==> src/rtl/serial_divu_issue_unit.sv <==
// Multi-cycle unsigned divide unit: small in-order request FIFO feeding a
// 32-iteration restoring divider, with results held under a done/ack handshake.
module serial_divu_issue_unit #(
    parameter int ID_W  = 3,
    parameter int DEPTH = 2
) (
    input  logic            clk,
    input  logic            rst,
    output logic            ready,
    input  logic            possible_issue,
    input  logic            new_request,
    input  logic [ID_W-1:0] id,
    input  logic [31:0]     rs1,
    input  logic [31:0]     rs2,
    input  logic [2:0]      fn3,
    output logic            wb_done,
    output logic [ID_W-1:0] wb_id,
    output logic [31:0]     wb_rd,
    input  logic            wb_ack,
    output logic [1:0]      dbg_state
);

    // Handshakes: a request transfers on an edge where new_request & ready;
    // a result transfers on an edge where wb_done & wb_ack. ready never
    // depends on new_request, and wb_done never depends on wb_ack.

    localparam int PTR_W = (DEPTH > 1) ? $clog2(DEPTH) : 1;
    localparam int CNT_W = $clog2(DEPTH + 1);
    localparam int ENT_W = ID_W + 65;

    typedef enum logic [1:0] {
        IDLE = 2'd0,
        BUSY = 2'd1,
        DONE = 2'd2
    } state_t;

    logic [ENT_W-1:0] fifo_q [DEPTH];
    logic [ENT_W-1:0] fifo_d [DEPTH];
    logic [PTR_W-1:0] wr_ptr_q, wr_ptr_d;
    logic [PTR_W-1:0] rd_ptr_q, rd_ptr_d;
    logic [CNT_W-1:0] count_q, count_d;

    state_t           state_q, state_d;
    logic [4:0]       iter_q, iter_d;
    logic [31:0]      quo_q, quo_d;
    logic [32:0]      rem_q, rem_d;
    logic [31:0]      div_q, div_d;
    logic [ID_W-1:0]  id_q, id_d;
    logic             rem_sel_q, rem_sel_d;

    logic             push;
    logic             pop;
    logic [32:0]      trial;
    logic [ENT_W-1:0] head;

    assign ready = ~rst & (count_q != CNT_W'(DEPTH));
    assign push  = new_request & ready;
    assign pop   = (state_q == IDLE) & (count_q != '0);
    assign head  = fifo_q[rd_ptr_q];

    // Entry layout: {id, rs1, rs2, rem_sel}.
    always_comb begin
        fifo_d   = fifo_q;
        wr_ptr_d = wr_ptr_q;
        rd_ptr_d = rd_ptr_q;
        count_d  = count_q;
        if (push) begin
            fifo_d[wr_ptr_q] = {id, rs1, rs2, fn3[1]};
            wr_ptr_d         = wr_ptr_q + 1'b1;
        end
        if (pop) begin
            rd_ptr_d = rd_ptr_q + 1'b1;
        end
        unique case ({push, pop})
            2'b10:   count_d = count_q + 1'b1;
            2'b01:   count_d = count_q - 1'b1;
            default: count_d = count_q;
        endcase
    end

    always_comb begin
        state_d   = state_q;
        iter_d    = iter_q;
        quo_d     = quo_q;
        rem_d     = rem_q;
        div_d     = div_q;
        id_d      = id_q;
        rem_sel_d = rem_sel_q;
        trial     = {rem_q[31:0], quo_q[31]} - {1'b0, div_q};
        unique case (state_q)
            IDLE: begin
                if (pop) begin
                    id_d      = head[ENT_W-1:65];
                    quo_d     = head[64:33];
                    div_d     = head[32:1];
                    rem_sel_d = head[0];
                    rem_d     = '0;
                    iter_d    = '0;
                    state_d   = BUSY;
                end
            end
            BUSY: begin
                // Restore by simply not committing a negative trial difference.
                if (!trial[32]) begin
                    rem_d = trial;
                    quo_d = {quo_q[30:0], 1'b1};
                end else begin
                    rem_d = {rem_q[31:0], quo_q[31]};
                    quo_d = {quo_q[30:0], 1'b0};
                end
                if (iter_q == 5'd31) begin
                    state_d = DONE;
                end else begin
                    iter_d = iter_q + 5'd1;
                end
            end
            DONE: begin
                if (wb_ack) begin
                    state_d = IDLE;
                end
            end
            default: state_d = IDLE;
        endcase
    end

    always_ff @(posedge clk) begin
        if (rst) begin
            state_q  <= IDLE;
            iter_q   <= '0;
            count_q  <= '0;
            wr_ptr_q <= '0;
            rd_ptr_q <= '0;
        end else begin
            state_q  <= state_d;
            iter_q   <= iter_d;
            count_q  <= count_d;
            wr_ptr_q <= wr_ptr_d;
            rd_ptr_q <= rd_ptr_d;
        end
    end

    // Payload registers carry no control meaning, so they skip reset.
    always_ff @(posedge clk) begin
        fifo_q    <= fifo_d;
        quo_q     <= quo_d;
        rem_q     <= rem_d;
        div_q     <= div_d;
        id_q      <= id_d;
        rem_sel_q <= rem_sel_d;
    end

    assign wb_done   = (state_q == DONE);
    assign wb_id     = id_q;
    assign wb_rd     = rem_sel_q ? rem_q[31:0] : quo_q;
    assign dbg_state = state_q;

    // rem_q[32] is always 0 once committed; possible_issue is advisory only.
    logic unused_ok;
    assign unused_ok = ^{possible_issue, fn3[2], fn3[0], rem_q[32]};

endmodule

==> config.mk <==
export PLATFORM = sky130hd
export DESIGN_NAME = serial_divu_issue_unit
export DESIGN_NICKNAME = d
export VERILOG_FILES = /design/src/rtl/serial_divu_issue_unit.sv
export SDC_FILE = /design/constraint.sdc
export NUM_CORES = 1
export LEC_CHECK = 0
export ABC_AREA = 1
export BUFFER_PORTS_ARGS = -buffer_cell sky130_fd_sc_hd__buf_4
export CORE_MARGIN = 3
export CORE_UTILIZATION = 50
export CTS_BUF_LIST = sky130_fd_sc_hd__clkbuf_8
export DETAILED_ROUTE_END_ITERATION = 8
export HOLD_SLACK_MARGIN = 0.15
export PLACE_DENSITY = 0.8
export SYNTH_ARGS = -nofsm -noshare
export SYNTH_HDL_FRONTEND = slang
export SYNTH_SLANG_ARGS = --single-unit
==> constraint.sdc <==
create_clock -name clk -period 3.6 [get_ports clk]
set_input_delay 0.18 -clock clk [delete_from_list [all_inputs] [get_ports clk]]
set_output_delay 0.18 -clock clk [all_outputs]
set_load 0.02 [all_outputs]
==> results by stage <==
Place:
- The HPWL after detailed placement is 19900 um.
- The congestion estimate from routability-driven global placement came to 0.941.
- The total cell area at the placement stage is 13600 um^2.
- The count of input and output buffers is 110.
- After detailed placement, the design holds a cell count of 1785.

Synthesis:
- The cell taking the most area after synthesis is sky130_fd_sc_hd__edfxtp_1.
- The synthesis warning total is 0.
- The register bit count reported by yosys is 247.
- The share of the Yosys chip area taken by registers is 58.8%.
- By area the synthesized netlist is led by sky130_fd_sc_hd__edfxtp_1, sky130_fd_sc_hd__nand2_1, sky130_fd_sc_hd__inv_1.
- The mean instance size in the synthesized netlist is 8.99 um^2.
- The unique cell type count in the Yosys netlist is 36.
- The synthesized design devotes to its leading area cell type 57.0% of total area.
- The synthesized area is 12400 um^2.
- The number of standard cells after synthesis is 1382.
- Synthesis produced a netlist with a net count of 1493.

STA:
- The measured slew at the worst slew-check pin is 0.936 ns.
- The final critical path takes up 78.5% of the cycle.
- The shortest clock period the worst path allows after layout is 2.83 ns.
- Derived from the worst setup path, the maximum achievable clock frequency is 0.354 GHz.
- Setup repair after global routing left no endpoint under its margin.
- Hold timing on the final database bottoms out at a slack of 0.190 ns.
- Summed over all failing endpoints, the final setup total negative slack is 0 ns.
- The number of hold violations in the final report came to 0.
- The final count of pins violating max slew came to 0.
- The final setup violation count is 0.
- The setup skew after layout is 0.0219 ns.
- The relative slew slack is 37.6%.

Layout:
- The utilization after layout is 61.4%.
- The area of all placed cells without fillers is 15000 um^2.
- The number of antenna diodes in the final layout is 0.
- The share of final-layout standard cells stronger than drive strength 1 is 12.4%.
- The total number of nets in the final design is 1682.
- The top cell types in the final layout, fill and taps aside, are sky130_fd_sc_hd__nand2_1, sky130_fd_sc_hd__edfxtp_1, sky130_fd_sc_hd__inv_1, sky130_fd_sc_hd__nor2_1, sky130_fd_sc_hd__buf_4.
- The area added between synthesis and finish is 20.6%.
- Leaving out fill and tap cells, the most frequent cell in the layout is sky130_fd_sc_hd__nand2_1.
- The finished layout holds 1923 standard cells, fillers aside.

Setup path:
- For the worst flop-to-flop path, the logic depth is 15.
- The most critical setup path has its startpoint at quo_q[31].
- The critical path in this run is classified as reg -> reg.
- Data on the critical path is required at its endpoint by 3.88 ns.
- The worst register-to-register path ends at rem_q[22].
- The worst register-to-register path has a setup slack of 0.77 ns.
- The maximum fanout along the worst path is 17.
- The endpoint class of the critical path is a flip-flop.
- The worst register-to-register path begins at quo_q[31].
- At the worst endpoint, the arrival time is 3.11 ns.
- The slowest stage of the critical path belongs to the cell sky130_fd_sc_hd__fa_1.
- The critical path ends at rem_q[22].
- The critical path goes through inv_1 -> ha_1 -> fa_1 -> inv_1 -> nand2_1 -> nand2_1 -> nand3_1 -> nand2_1 -> nand2_2 -> nand2_4 -> nand2_4 -> nand3_4 -> nand2_4 -> nor2_1 -> nor2_1.
- The startpoint type of the worst setup path is a flip-flop.
- The longest individual stage delay on the worst path is 0.41 ns.

Pwr:
- The portion of total power attributed to sequential cells is 33.5%.
- Summed over all nets, the switching power comes to 5.95 mW.
- The share of total power dissipated in the clock network is 16.3%.
- Per report_power, the combinational group accounts for 50.2% of the total.
- IR analysis of the VDD net gives a maximum drop of 770 uV.
- The switching share of power is 44.9%.
- The power per standard cell area is 885 nW/um^2.
- Internal power comes to 7.30 mW.
- In this run the static leakage power is 6.97 nW.

GRT:
- The residual overflow from global routing is 0.
- The number of antenna violations at the first check in global routing is 0.
- The global-route wire length before repair is 48400 um.
- The number of global-route vias before repair is 9657.
- The maximum number of pins on one net before global-route repair is 81.
- Global routing used 22.8% of the available tracks across all layers.

Routing:
- The DRC violation count after routing is 0.
- The length of routed wiring on met1 is 12800 um.
- After detailed routing, the met3 layer carries 2110 um of wire.
- The post-detailed-route wirelength per cell is 15.8 um.
- After detailed routing, the total wire length is 30400 um.
- The total via count after detailed routing is 9759.
- For this block, the initial DRC count from the detailed router was 881.
- In the routed layout, each cell is associated on average with a via count of 5.07.
- The count of nets left with antenna violations once routing finished came out at 0.
- The uppermost layer routed is met4.
- The first TritonRoute pass finished after 5 iterations.
- In the detailed route, the total length drawn on met2 is 14800 um.

Outcome:
- The flow ran to the end, and the final reports show no timing, DRC or antenna violations.

CTS:
- The clock sink count is 247.
- CTS built an H-tree with a depth of 2.
- The library cell used as clock root buffer is sky130_fd_sc_hd__clkbuf_8.
- The later-pin clock latency in the skew report is 0.54 ns.
- Clock-pin slew was measured on the worst setup and hold paths at 0.06 ns.
- The TritonCTS clock tree is built.
- After clock tree synthesis, the repair step resized 0 gates.
- TritonCTS created 38 clock buffers.
- The deepest clock path buffer count is 3.

Floorplan:
- The die covers 26800 um^2.
- The initial standard-cell utilization of the core is 50.9%.
- Row generation in the floorplan step produced 57 rows.
- The die height is 164 um.
- 114 I/O pins were placed.
- The die width is 164 um.
- The core footprint is 24400 um^2.

Min path:
- The class of the most critical hold timing path is in -> reg.

Run:
- The number of max-cap violations is 0.
cells in the mapped netlist:
| library cell | instances |
|---|---|
| sky130_fd_sc_hd__o21ai_0 | 17 |
| sky130_fd_sc_hd__a21o_1 | 4 |
| sky130_fd_sc_hd__inv_2 | 1 |
| sky130_fd_sc_hd__or2_2 | 1 |
| sky130_fd_sc_hd__nand3_4 | 2 |
| sky130_fd_sc_hd__buf_1 | 1 |
| sky130_fd_sc_hd__nand3_1 | 64 |
| sky130_fd_sc_hd__nand2_2 | 3 |
| sky130_fd_sc_hd__nand2_1 | 460 |
| sky130_fd_sc_hd__nor2_1 | 139 |
| sky130_fd_sc_hd__o21bai_1 | 1 |
| sky130_fd_sc_hd__fa_1 | 1 |
| sky130_fd_sc_hd__xor2_1 | 9 |
| sky130_fd_sc_hd__nor3_1 | 4 |
| sky130_fd_sc_hd__xnor2_1 | 1 |
| sky130_fd_sc_hd__nor2_2 | 11 |
| sky130_fd_sc_hd__nor3b_1 | 2 |
| sky130_fd_sc_hd__and3_1 | 3 |
| sky130_fd_sc_hd__a21oi_4 | 1 |
| sky130_fd_sc_hd__nand4_1 | 1 |
| sky130_fd_sc_hd__clkbuf_1 | 32 |
| sky130_fd_sc_hd__and2_1 | 2 |
| sky130_fd_sc_hd__inv_1 | 221 |
| sky130_fd_sc_hd__dfxtp_1 | 11 |
| sky130_fd_sc_hd__nand2_4 | 7 |
| sky130_fd_sc_hd__o22ai_1 | 1 |
| sky130_fd_sc_hd__buf_6 | 1 |
| sky130_fd_sc_hd__buf_4 | 1 |
| sky130_fd_sc_hd__edfxtp_1 | 236 |
| sky130_fd_sc_hd__clkinv_1 | 1 |
| sky130_fd_sc_hd__buf_2 | 2 |
| sky130_fd_sc_hd__a211oi_1 | 1 |
| sky130_fd_sc_hd__buf_8 | 2 |
| sky130_fd_sc_hd__ha_1 | 35 |
| sky130_fd_sc_hd__a22oi_1 | 14 |
| sky130_fd_sc_hd__a21oi_1 | 89 |
metal layers:
metal  global-route usage, %  vias to the layer above
met1                    30.4                     4508
met2                    38.3                      380
li1                        -                     4811
met4                    7.80                        0
met5                       0                        -
met3                    3.55                       60
kinds of logic after synthesis:
| logic type | after synthesis | share of synthesized area, % |
|---|---|---|
| xor gates and xnor gates | 10 | 0.705 |
| AOI/OAI and AO/OA | 128 | 5.66 |
| buffers and inverters | 262 | 8.21 |
| DFF | 247 | 58.8 |
| and+or+nand+nor | 699 | 22.9 |
| adders and majority gates | 36 | 3.69 |
worst min-delay path by stage:
| stage | startpoint | endpoint | cells past startpoint |
|---|---|---|---|
| after floorplan | fn3[1] | fifo_q[0] | 0 |
| after CTS | new_request | wr_ptr_q | 4 |
| after global routing | new_request | wr_ptr_q | 4 |
| after detailed placement | rs2[26] | fifo_q[95] | 1 |
| final | new_request | wr_ptr_q | 4 |
| after global placement | rs2[26] | fifo_q[27] | 1 |
state kept, by name, summed over array words and instances (netlist names):
name	count
iter_q	5
div_q	32
rem_sel_q	1
quo_q	32
rd_ptr_q	1
count_q	2
wr_ptr_q	1
rem_q	32
fifo_q	136
dbg_state	2
wb_id	3
stage by stage:
step,power [mW],worst slack [ns]
2_1_floorplan,9.10,0.331
3_3_place_gp,10.8,0.891
3_5_place_dp,11.0,0.820
4_1_cts,13.2,0.784
5_1_grt,14.3,0.602
6_report,13.2,0.774
power by group through the flow:
stage / Clock [mW] / Sequential (mW) / Combinational, mW
4_1_cts: 2.18 / 4.43 / 6.59
3_3_place_gp: 0 / 4.45 / 6.37
3_5_place_dp: 0 / 4.48 / 6.49
5_1_grt: 2.33 / 4.49 / 7.45
6_report: 2.15 / 4.44 / 6.65
2_1_floorplan: 0 / 4.38 / 4.72
layout make-up:
type | count | area (um^2)
fillers | 1922 | 9410
multi-input cells | 873 | 4120
repair buffers | 188 | 1610
clock buffers | 39 | 537
inverters | 223 | 837
well taps | 324 | 405
flip-flops and latches | 247 | 7310
clock inverters | 29 | 156
critical path: cells and delay by family (launching register included):
| kind | cells | cell delay [ns] |
|---|---|---|
| flops | 1 | 0.35 |
| buf+inv | 2 | 0.20 |
| fa+ha+maj | 2 | 0.64 |
| simple gates | 11 | 1.37 |
repair_timing:
action                                 in CTS  in global routing
endpoints found under the hold margin     147                  0
hold buffers                               70                  0
setup buffers                               0                  0
Note: power is estimated with default switching activity, not from simulation.
